<file path="src/rtl/cop_irq.sv">
// Coprocessor-0 interrupt front end: COUNT/COMPARE timer, external line
// synchroniser, and a registered request/acknowledge handshake to the pipeline.
module cop_irq #(
  parameter int SYNC_STAGES = 2,
  parameter int COUNT_DIV   = 1
) (
  input  logic        clk,
  input  logic        rst,
  input  logic [4:0]  ext_int,
  input  logic        wr_en,
  input  logic        wr_sel,
  input  logic [31:0] wr_data,
  input  logic        status_ie,
  input  logic        status_exl,
  input  logic [7:0]  im,
  input  logic [1:0]  soft_int,
  input  logic        irq_ack,
  output logic [31:0] count,
  output logic [31:0] compare,
  output logic [5:0]  hard_int,
  output logic        irq_req,
  output logic [2:0]  irq_code
);

  typedef enum logic [1:0] {
    S_IDLE = 2'd0,
    S_REQ  = 2'd1,
    S_WAIT = 2'd2
  } state_t;

  state_t state_reg;

  logic [SYNC_STAGES*5-1:0] sync_reg;
  logic [4:0]  sync_out;
  logic [31:0] count_reg;
  logic [31:0] compare_reg;
  logic [31:0] count_inc;
  logic        tpend_reg;
  logic        phase_reg;
  logic        cnt_wr;
  logic        cmp_wr;
  logic        tick;
  logic        match;
  logic [7:0]  ip_masked;
  logic        pend_en;
  logic [2:0]  prio_code;
  logic        irq_req_reg;
  logic [2:0]  irq_code_reg;

  // Newest sample enters at the bottom; the top slice is the synchronised value.
  always_ff @(posedge clk or negedge rst) begin
    if (!rst) begin
      sync_reg <= '0;
    end else begin
      sync_reg <= {sync_reg[SYNC_STAGES*5-6:0], ext_int};
    end
  end

  assign sync_out = sync_reg[SYNC_STAGES*5-1 -: 5];

  assign cnt_wr    = wr_en & ~wr_sel;
  assign cmp_wr    = wr_en &  wr_sel;
  // With COUNT_DIV = 2 only the phase-1 cycles tick; a COUNT write restarts at phase 0.
  assign tick      = ~cnt_wr & ((COUNT_DIV == 1) | phase_reg);
  assign count_inc = count_reg + 32'd1;
  assign match     = tick & (count_inc == compare_reg);

  always_ff @(posedge clk or negedge rst) begin
    if (!rst) begin
      count_reg   <= '0;
      compare_reg <= 32'hFFFF_FFFF;
      tpend_reg   <= 1'b0;
      phase_reg   <= 1'b0;
    end else begin
      phase_reg <= cnt_wr ? 1'b0 : ~phase_reg;
      if (cnt_wr) begin
        count_reg <= wr_data;
      end else if (tick) begin
        count_reg <= count_inc;
      end
      // A COMPARE write beats a simultaneous match.
      if (cmp_wr) begin
        compare_reg <= wr_data;
        tpend_reg   <= 1'b0;
      end else if (match) begin
        tpend_reg <= 1'b1;
      end
    end
  end

  assign ip_masked = {tpend_reg, sync_out, soft_int} & im;
  assign pend_en   = (|ip_masked) & status_ie & ~status_exl;

  always_comb begin
    prio_code = 3'd0;
    for (int i = 0; i < 8; i++) begin
      if (ip_masked[i]) prio_code = 3'(i);
    end
  end

  always_ff @(posedge clk or negedge rst) begin
    if (!rst) begin
      state_reg    <= S_IDLE;
      irq_req_reg  <= 1'b0;
      irq_code_reg <= 3'd0;
    end else begin
      case (state_reg)
        S_IDLE: begin
          if (pend_en) begin
            state_reg    <= S_REQ;
            irq_req_reg  <= 1'b1;
            irq_code_reg <= prio_code;
          end
        end
        S_REQ: begin
          if (irq_ack) begin
            state_reg   <= S_WAIT;
            irq_req_reg <= 1'b0;
          end else if (!pend_en) begin
            state_reg   <= S_IDLE;
            irq_req_reg <= 1'b0;
          end
        end
        S_WAIT: begin
          // pend_en already folds in EXL, so this leaves once EXL rises or the line goes away.
          if (!pend_en) state_reg <= S_IDLE;
        end
        default: begin
          state_reg   <= S_IDLE;
          irq_req_reg <= 1'b0;
        end
      endcase
    end
  end

  assign count    = count_reg;
  assign compare  = compare_reg;
  assign hard_int = {tpend_reg, sync_out};
  assign irq_req  = irq_req_reg;
  assign irq_code = irq_code_reg;

endmodule

</file>
<file path="config.mk">
export PLATFORM = sky130hd
export DESIGN_NAME = cop_irq
export DESIGN_NICKNAME = d
export VERILOG_FILES = /design/src/rtl/cop_irq.sv
export SDC_FILE = /design/constraint.sdc
export NUM_CORES = 1
export LEC_CHECK = 0
export CAP_MARGIN = 20
export CORE_MARGIN = 2
export CORE_UTILIZATION = 49
export CTS_CLUSTER_DIAMETER = 50
export DETAILED_ROUTE_END_ITERATION = 16
export GPL_TIMING_DRIVEN = 0
export PLACE_DENSITY = 0.81
export SETUP_SLACK_MARGIN = 0.02
export SLEW_MARGIN = 5
export SYNTH_ARGS = -nofsm -noshare
export SYNTH_HDL_FRONTEND = slang
export SYNTH_SLANG_ARGS = --single-unit
</file>
<file path="constraint.sdc">
create_clock -name clk -period 3.8 [get_ports clk]
set_input_delay 0.57 -clock clk [delete_from_list [all_inputs] [get_ports clk]]
set_output_delay 0.57 -clock clk [all_outputs]
set_load 0.01 [all_outputs]
</file>
==> results of run 1 <==
-- cell families (layout without fill, tap and decap cells) --
| logic type | after synthesis | count (layout) | synth area share |
|---|---|---|---|
| xor gates and xnor gates | 58 | 58 | 0.1257 |
| buffers and inverters | 33 | 178 | 0.04435 |
| and+or+nand+nor | 164 | 164 | 0.1944 |
| DFF | 81 | 81 | 0.4467 |
| AOI/OAI and AO/OA | 72 | 72 | 0.09898 |
| adders and majority gates | 1 | 1 | 0.002704 |
| muxes | 36 | 36 | 0.08707 |
-- cell type report --
class | count | area (um2)
Buffer | 28 | 186.4
Clock buffer | 11 | 131.4
Clock inverter | 5 | 80.08
Fill cell | 741 | 2918
Inverter | 5 | 18.77
Multi-Input combinational cell | 331 | 2355
Sequential cell | 81 | 2067
Tap cell | 111 | 138.9
Timing Repair Buffer | 129 | 1301
-- power groups by stage --
stage	clock [uW]	sequential [uW]	combinational [uW]
after global placement	0	1210	968
final	695	1210	990
after floorplan	0	1240	487
after detailed placement	0	1220	989
after CTS	703	1210	996
after global routing	738	1230	1070
-- worst max-delay path: stages (launching register included) --
cell      delay [ns]
dfrtp_1         0.48
ha_1            0.26
and4_1          0.20
clkbuf_1        0.29
nand3_1         0.18
nor4_1          0.72
xor2_1          0.15
a221oi_1        0.36
nand4_1         0.24
o41ai_2         0.35
-- worst min-delay path by stage --
stage	startpoint	slack (ns)	to	cells past startpoint
after floorplan	rst	0.27	count[0]	0
after global placement	sync_reg[2]	0.33	sync_reg[7]	0
after detailed placement	sync_reg[3]	0.33	sync_reg[8]	0
after CTS	rst	0.13	sync_reg[7]	1
after global routing	rst	0.14	sync_reg[7]	1
final	rst	0.12	sync_reg[7]	1
-- layer usage --
metal / track usage / vias up
met1: 0.3467 / 1965
li1: - / 1878
met2: 0.4320 / 194
met5: 0 / -
met3: 0.05176 / 27
met4: 0.09875 / 0
-- per-stage QoR --
stage	cells	util	power, uW	hold WS (ns)
finish	701	0.6827	2897	0.1244
floorplan	445	-	1726	0.2744
global placement	683	0.6565	2182	0.3329
CTS	700	0.6822	2907	0.1301
global route	701	0.6827	3042	0.1422
detailed placement	684	0.6592	2209	0.3347
-- cells in the final DEF, fill, tap and decap left out, drive strengths merged, types with 3 or more instances in the layout --
cell / count
nor3b: 4
nor3: 11
nand4: 18
dfstp: 32
nor2: 33
mux2: 34
xnor3: 4
dfrtp: 49
and3: 7
xor2: 23
inv: 5
nand3: 13
a31oi: 3
o21ai: 23
a21oi: 24
nor2b: 3
nor4: 9
clkbuf: 30
a22oi: 4
nand2b: 7
clkdlybuf4s50: 126
buf: 12
nand2: 38
xnor2: 30
and2: 5
and4: 6
==> results.md, run 1 <==
* Synth unique cells at 61
* CTS max path bufs at 2
* Syn Inst Count at 445
* Most numerous cell in the Yosys netlist: dfrtp_1
* Slew headroom at 0.4406
* Worst-margin pin slew at 0.8314 ns
* Layout cells sized above 1 at 0.1797
* I/O pin total at 128
* Congestion Overflow GR at 0
* Final setup violation count at 0
* Post-CTS Hold Fix Bufs at 0
* Routed WL at 13,150 um
* Final nets at 640
* Die height at 101.2 um
* # Post-CTS Setup Buffers at 0
* CTS resizes at 0
* Crit path launch type: register
* Post-synthesis async set-or-reset flop share at 1.000
* RSZ-0062 raised after global routing: false
* Number of synthesized flops with an enable pin at 0
* Clk sinks at 81
* Clk pin slew, worst setup/hold paths at 0.08 ns
* Mapped Nets at 500
* Final clock skew at 0.01060 ns
* Clock Latency Late Sink at 0.36 ns
* Largest cells by area after synthesis: dfrtp_1 27%, dfstp_2 18%, mux2_2 8.3%
* CP Capture Type: register
* Flops & latches, synth at 81
* CP Data Required Time at 4.06 ns
* P&R area growth vs syn at 35.69%
* Post-DR vias/cell at 5.797
* Max-Cap Viols at 0
* Total track usage at 0.2631
* ANT cells at 0
* Drt wl/cell at 18.76 um
* Synth top area share at 0.2650
* Dpl ws at 0.5265 ns
* Synth Flop Type: dfrtp_1
* Fin Setup TNS at 0 ns
* Antenna-violating nets left at 0
* Fin crit share at 0.8822
* Clock Tree Root: clkbuf_8
* HP Class: input port to async pin
* Slew Limit Fails at 0
* CTS buffer count at 9
* CTS tree: yes
* Rows at 35
* Sw Share at 0.3231
* Dpl hpwl at 9904 um
* Psw at 935.8 uW
* Synth area leader: dfrtp_1
* Synthesis warning total at 0
* Critical path type: register to register
* Vias in the first global route at 4,019
* Max Clk Rate at 298.3 MHz
* DRC viols at 0
* Outcome: completed
* Final Hold Fails at 0
* Cell depth of the worst flop-to-flop path at 9
* Post-route design area at 6279 um2
* Largest net degree at the start of global routing at 54
* Leak Pwr at 0.002375 uW
* Routed length on met2 at 6205 um
* Commonest cells in the netlist: 49 x dfrtp_1, 38 x nand2_1, 34 x mux2_2
* Setup crit end: tpend_reg
* FF-to-FF End: tpend_reg
* R2R Setup Slk at 0.45 ns
* Post-route minimum period at 3.352 ns
* Initial Util at 0.5031
* Max FO, Critical Path at 8
* Sequential power share at 0.418
* Syn avg cell area at 10.40 um2
* Reg-to-reg critical path startpoint: count[0]
* Combinational power share at 0.342
* Antenna violations before repair at 0
* Worst EP arrival at 3.61 ns
* Final WS setup at 0.4476 ns
* Internal at 1961 uW
* DR pass1 iterations at 4
* Die X at 101.2 um
* Mapped Area at 4627 um2
* First-pass GRT wire length at 20,580 um
* Routed metal-1 wirelength at 5565 um
* Via count at 4,064
* GPL Wtd Cong at 0.9357
* Clock network power share at 0.240
* CORE AREA at 9196 um2
* DRT iter0 DRCs at 243
* Die ar. at 10,240 um2
* Sequential share of the synthesized area at 0.4467
* Top layer in use: met4
* Crit path launch: count[0]
* PD cells at 461.3 nW/um2
* Placed inst area at 6062 um2
* Port Buffers at 127
* Met3 routed WL at 1050 um
* H-Tree Level Count at 3
* Peak supply drop at 0.0002915 V
No activity file was read; power rests on OpenSTA's default activity.
==> run 2, diff against run 1 <==
ABC_AREA = 1   (was not set)
==> results.md, run 2 <==
* CP Buf/Inv Count at 0
* Flops & latches, synth at 81
* Final setup violation count at 0
* Slew headroom at 0.5248
* Most numerous cell in the Yosys netlist: nand2_1
* Worst path max stage delay at 0.46 ns
* Post-DR vias/cell at 5.124
* Most frequent CP cell: nand2_1
* I/O pin total at 128
* Die height at 103.6 um
* Internal at 1841 uW
* First-pass GRT wire length at 24,290 um
* DRC viols at 0
* CTS resizes at 0
* Mapped Nets at 747
* Post-route design area at 6544 um2
* Reg-to-reg critical path startpoint: count[0]
* Final nets at 886
* Syn Inst Count at 692
* Syn avg cell area at 7.023 um2
* Worst path depth at 13
* Fillers at 837
* CP Data Required Time at 4.10 ns
* Max FO, Critical Path at 6
* Total track usage at 0.2875
* Psw at 933.8 uW
* Post-synthesis async set-or-reset flop share at 1.000
* Synthesis warning total at 0
* Post-route insts no fill at 969
* # Post-CTS Setup Buffers at 0
* Largest cells by area after synthesis: dfrtp_1 25%, nand2_1 19%, dfstp_2 17%
* Placed inst area at 6322 um2
* Initial Util at 0.5018
* Clock Tree Root: clkbuf_8
* Die X at 103.6 um
* Dpl hpwl at 11,650 um
* HP Class: input port to async pin
* DR pass1 iterations at 5
* Critical path type: register to register
* Antenna-violating nets left at 0
* Placed Cells at 953
* Final clock skew at 0.008761 ns
* CP Capture Type: register
* Rows at 36
* Commonest cells in the netlist: 241 x nand2_1, 86 x inv_1, 72 x nor2_1
* Vias in the first global route at 4,940
* Sw Share at 0.3365
* Clock network power share at 0.262
* PD cells at 424.1 nW/um2
* Slew Limit Fails at 0
* Cell depth of the worst flop-to-flop path at 13
* Antenna violations before repair at 0
* Slowest-stage cell, CP: dfrtp_1
* Layout cells sized above 1 at 0.1077
* Most common cell after layout, fill and taps aside: nand2_1
* Post-route minimum period at 2.282 ns
* Grt met2 use at 0.4820
* R2R Setup Slk at 1.52 ns
* P&R area growth vs syn at 34.66%
* CORE AREA at 9684 um2
* Final Hold Fails at 0
* Synth top area share at 0.2523
* Synth Flop Type: dfrtp_1
* Clock Latency Late Sink at 0.37 ns
* Combinational power share at 0.312
* Peak supply drop at 0.0002200 V
* GPL Wtd Cong at 0.9161
* Fin crit share at 0.6005
* Mapped Area at 4860 um2
* Port Buffers at 127
* Routed WL at 14,940 um
* Post-CTS Hold Fix Bufs at 0
* Most frequent cells in the layout: 241 x nand2_1, 126 x clkdlybuf4s50_1, 86 x inv_1
* Clk sinks at 81
* Via count at 4,965
* ANT cells at 0
* FF-to-FF End: tpend_reg
* Number of synthesized flops with an enable pin at 0
* CTS max path bufs at 2
* Crit path launch type: register
* Max Clk Rate at 438.3 MHz
* Crit-path leading delay family: simple AND/OR/NAND/NOR gates
* Leak Pwr at 0.003140 uW
* H-Tree Level Count at 3
* CTS tree: yes
* Worst-margin pin slew at 0.7128 ns
* Met1 GRT Util at 0.3691
* Outcome: completed
* Sequential share of the synthesized area at 0.4253
* Drt wl/cell at 15.41 um
* Synth unique cells at 34
* Clk pin slew, worst setup/hold paths at 0.09 ns
* Sequential power share at 0.426
* Worst EP arrival at 2.59 ns
* Cell breakdown of the critical path: ha_1 -> nand3_1 -> nor2_2 -> nand3_1 -> nand2_1 -> nand3_1 -> nand2_1 -> nand2_1 -> nor2_1 -> nand2_1 -> nor2_1 -> nand3_1 -> nand2_1
* Die ar. at 10,730 um2
* Congestion Overflow GR at 0
* Max-Cap Viols at 0
* Largest net degree at the start of global routing at 53
* DRT iter0 DRCs at 249
* RSZ-0062 raised after global routing: false
* GR peak layer: met2
* Synth area leader: dfrtp_1
* Met3 Use GR at 0.05098
* CTS buffer count at 9
## run 2: worst max path at each step
stage,slack [ns],from,to
global route,1.28,count[8],tpend_reg
floorplan,2.00,count[0],tpend_reg
finish,1.52,count[0],tpend_reg
detailed placement,1.14,wr_sel,compare[4]
global placement,-0.62,rst,count[2]
CTS,1.53,wr_sel,compare[4]
## run 2: through the flow
stage	setup TNS [ns]	setup WS (ns)	hold WS (ns)	utilization	power (uW)
floorplan	0	1.998	0.2744	-	1598
detailed placement	0	1.139	0.3370	0.6528	2056
global route	0	1.284	0.1521	0.6757	2927
finish	0	1.518	0.1325	0.6757	2775
global placement	-30.17	-0.6221	0.3322	0.6503	2026
CTS	0	1.530	0.1414	0.6757	2781
## run 2: cell families (layout without fill, tap and decap cells)
| kind of cell | count (synthesis) | after routing | synth area share |
|---|---|---|---|
| adder cells (fa/ha/maj) | 1 | 1 | 0.002574 |
| multiplexers | 6 | 6 | 0.01390 |
| buffers and inverters | 106 | 250 | 0.08805 |
| XOR/XNOR | 5 | 5 | 0.01210 |
| AND/OR/NAND/NOR | 425 | 425 | 0.3857 |
| flip-flops | 81 | 81 | 0.4253 |
| AO/OA/AOI/OAI | 68 | 68 | 0.07235 |
## run 2: metal layers
layer  up-vias  wire length [um]
met2       173              7278
met3        23               881
met4         0               363
met1      2328              6413
li1       2441                 -
met5         -                 0
## run 2: area by class of cell
| type | count | area, um2 | area share |
|---|---|---|---|
| clock buffer | 12 | 145.1 | 0.02218 |
| clock inverter | 4 | 76.32 | 0.01166 |
| sequential | 81 | 2067 | 0.3159 |
| timing repair buffer | 128 | 1296 | 0.1981 |
| buffer | 19 | 101.3 | 0.01549 |
| tap | 133 | 166.4 | 0.02543 |
| inverter | 87 | 326.6 | 0.04990 |
| multi-input combinational | 505 | 2365 | 0.3614 |
## run 2: worst reg2reg max path, stage by stage, from the launching register on
cell and delay [ns]:
dfrtp_1 0.46, ha_1 0.24, nand3_1 0.21, nor2_2 0.33
nand3_1 0.16, nand2_1 0.12, nand3_1 0.09, nand2_1 0.10
nand2_1 0.06, nor2_1 0.10, nand2_1 0.09, nor2_1 0.12
nand3_1 0.09, nand2_1 0.06
## run 2: power groups by stage
stage                     Clock, uW  Sequential (uW)  Combinational, uW
after detailed placement          0             1190                863
final                           727             1180                865
after floorplan                   0             1210                387
after global routing            770             1200                956
after CTS                       733             1180                868
after global placement            0             1190                840
==> run 3, diff against run 2 <==
clock period = 2.1 ns   (was 3.8 ns; I/O delays follow)
==> results.md, run 3 (synthesis results as in run 2) <==
* Fin crit share at 0.9867
* Layout cells sized above 1 at 0.1459
* Post-DR vias/cell at 5.162
* Drt wl/cell at 15.64 um
* HP Class: register to register
* Die height at 103.6 um
* H-Tree Level Count at 3
* Post-route insts no fill at 976
* Final clock skew at 0.01215 ns
* RSZ-0062 raised after global routing: true
* PD cells at 763.1 nW/um2
* CP Data Required Time at 2.40 ns
* CTS max path bufs at 2
* P&R area growth vs syn at 37.67%
* Placed inst area at 6322 um2
* Max-Cap Viols at 0
* GPL Wtd Cong at 0.9161
* Util after Layout at 0.6908
* First-pass GRT wire length at 24,360 um
* Clock Latency Late Sink at 0.37 ns
* Slew headroom at 0.5279
* Met1 GRT Util at 0.3691
* Antenna-violating nets left at 0
* Rows at 36
* Post-route minimum period at 2.072 ns
* Leak Pwr at 0.003175 uW
* Die X at 103.6 um
* Final Hold Fails at 0
* CTS buffer count at 9
* Max Clk Rate at 482.6 MHz
* Worst EP arrival at 2.38 ns
* HP Start: sync_reg[4]
* DR pass1 iterations at 5
* Congestion Overflow GR at 0
* Largest net degree at the start of global routing at 53
* Dpl hpwl at 11,650 um
* Critical path type: register to register
* Slew Limit Fails at 0
* Initial Util at 0.5018
* Worst-margin pin slew at 0.7081 ns
* CORE AREA at 9684 um2
* Crit path launch type: register
* Fin Setup TNS at 0 ns
* Final nets at 893
* Grt met2 use at 0.4858
* Total track usage at 0.2884
* Most frequent cells in the layout: 238 x nand2_1, 126 x clkdlybuf4s50_1, 86 x inv_1
* GR peak layer: met2
* Clock Tree Root: clkbuf_8
* Clk sinks at 81
* DRC viols at 0
* Die ar. at 10,730 um2
* Outcome: completed
* Antenna violations before repair at 0
* Final setup violation count at 0
* Crit path launch: count[1]
* CP Capture Type: register
* Final Power at 5106 uW
* Peak supply drop at 0.0003996 V
* Vias in the first global route at 4,960
* Clk pin slew, worst setup/hold paths at 0.09 ns
* Met3 Use GR at 0.05035
* CTS tree: yes
* Routed WL at 15,270 um
* I/O pin total at 128
* Max FO, Critical Path at 7
* Post-route design area at 6690 um2
* ANT cells at 0
* Most common cell after layout, fill and taps aside: nand2_1
* Reg-to-reg critical path startpoint: count[1]
* DRT iter0 DRCs at 266
* Port Buffers at 127
* Placed Cells at 953
* Via count at 5,038
run 3: changes by cell type in the layout (fill, tap and decap cells not counted), moves of 2 or more:
cell      delta
dfrtp_1     -13
nand3_1      -2
nor2_2       +3
clkbuf_1     -2
nand2_1      -3
dfrtp_2     +13
nor2_1       -6
nor2_4       +3
buf_4        +6
nand2_2      +2
clkbuf_2     +2
run 3: what timing repair did:
| action | 4_1_cts | 5_1_grt |
|---|---|---|
| pin swaps | 1 | 8 |
| cloned | 0 | 0 |
| buffers inserted | 1 | 5 |
| gates resized for setup | 4 | 31 |
| hold buffers | 1 | 0 |
| endpoints found under the setup margin | 1 | 11 |
| hold endpoints to repair | 14 | 0 |
run 3: cell type report:
cell class | instances | area [um2]
Fill cell | 822 | 2994
Tap cell | 133 | 166.4
Timing Repair Buffer | 135 | 1351
Sequential cell | 81 | 2083
Clock buffer | 12 | 145.1
Multi-Input combinational cell | 505 | 2437
Inverter | 87 | 326.6
Buffer | 19 | 103.9
Clock inverter | 4 | 76.32
run 3: path summary, 6_finish.rpt:
path / to / slack [ns] / cells past startpoint
max reg2reg: tpend_reg / 0.03 / 13
min reg2reg: sync_reg[9] / 0.36 / 0
max: tpend_reg / 0.03 / 13
min in group asynchronous: count[20] / 0.42 / 2
min: sync_reg[9] / 0.36 / 0
max in group asynchronous: compare[28] / 1.03 / 3
run 3: worst max-delay path, cell delays in order, from the launching register on:
cell and delay [ns]:
dfrtp_1 0.43, buf_4 0.16, nand2_2 0.06, nor2_4 0.22
nand3_2 0.19, nand2_1 0.12, nand3_1 0.07, nand2_1 0.09
nand3_1 0.09, nor2_2 0.19, nand2_1 0.12, nor2_1 0.12
nand3_1 0.09, nand2_1 0.06
run 3: per-layer routing:
layer / wire length (um) / share of wire / vias up
met1: 6410 / 0.42 / 2362
met2: 7511 / 0.49 / 188
met4: 374 / 0.025 / 0
met5: 0 / 0 / -
met3: 969 / 0.063 / 25
li1: - / - / 2463
run 3: where the power goes:
| group | internal (uW) | switching [uW] | total [uW] | leakage (uW) |
|---|---|---|---|---|
| combinational | 803 | 829 | 1630 | 0.00215 |
| clock | 706 | 610 | 1320 | 0.000107 |
| sequential | 1860 | 295 | 2160 | 0.000921 |
run 3: per-stage QoR:
step           setup WS [ns]  hold slack, ns
6_report             0.02788          0.3555
5_1_grt              -0.1231          0.3612
4_1_cts              0.02725          0.3577
3_5_place_dp         -0.3060          0.2813
3_3_place_gp          -2.067          0.3322
2_1_floorplan         0.2976         0.01941
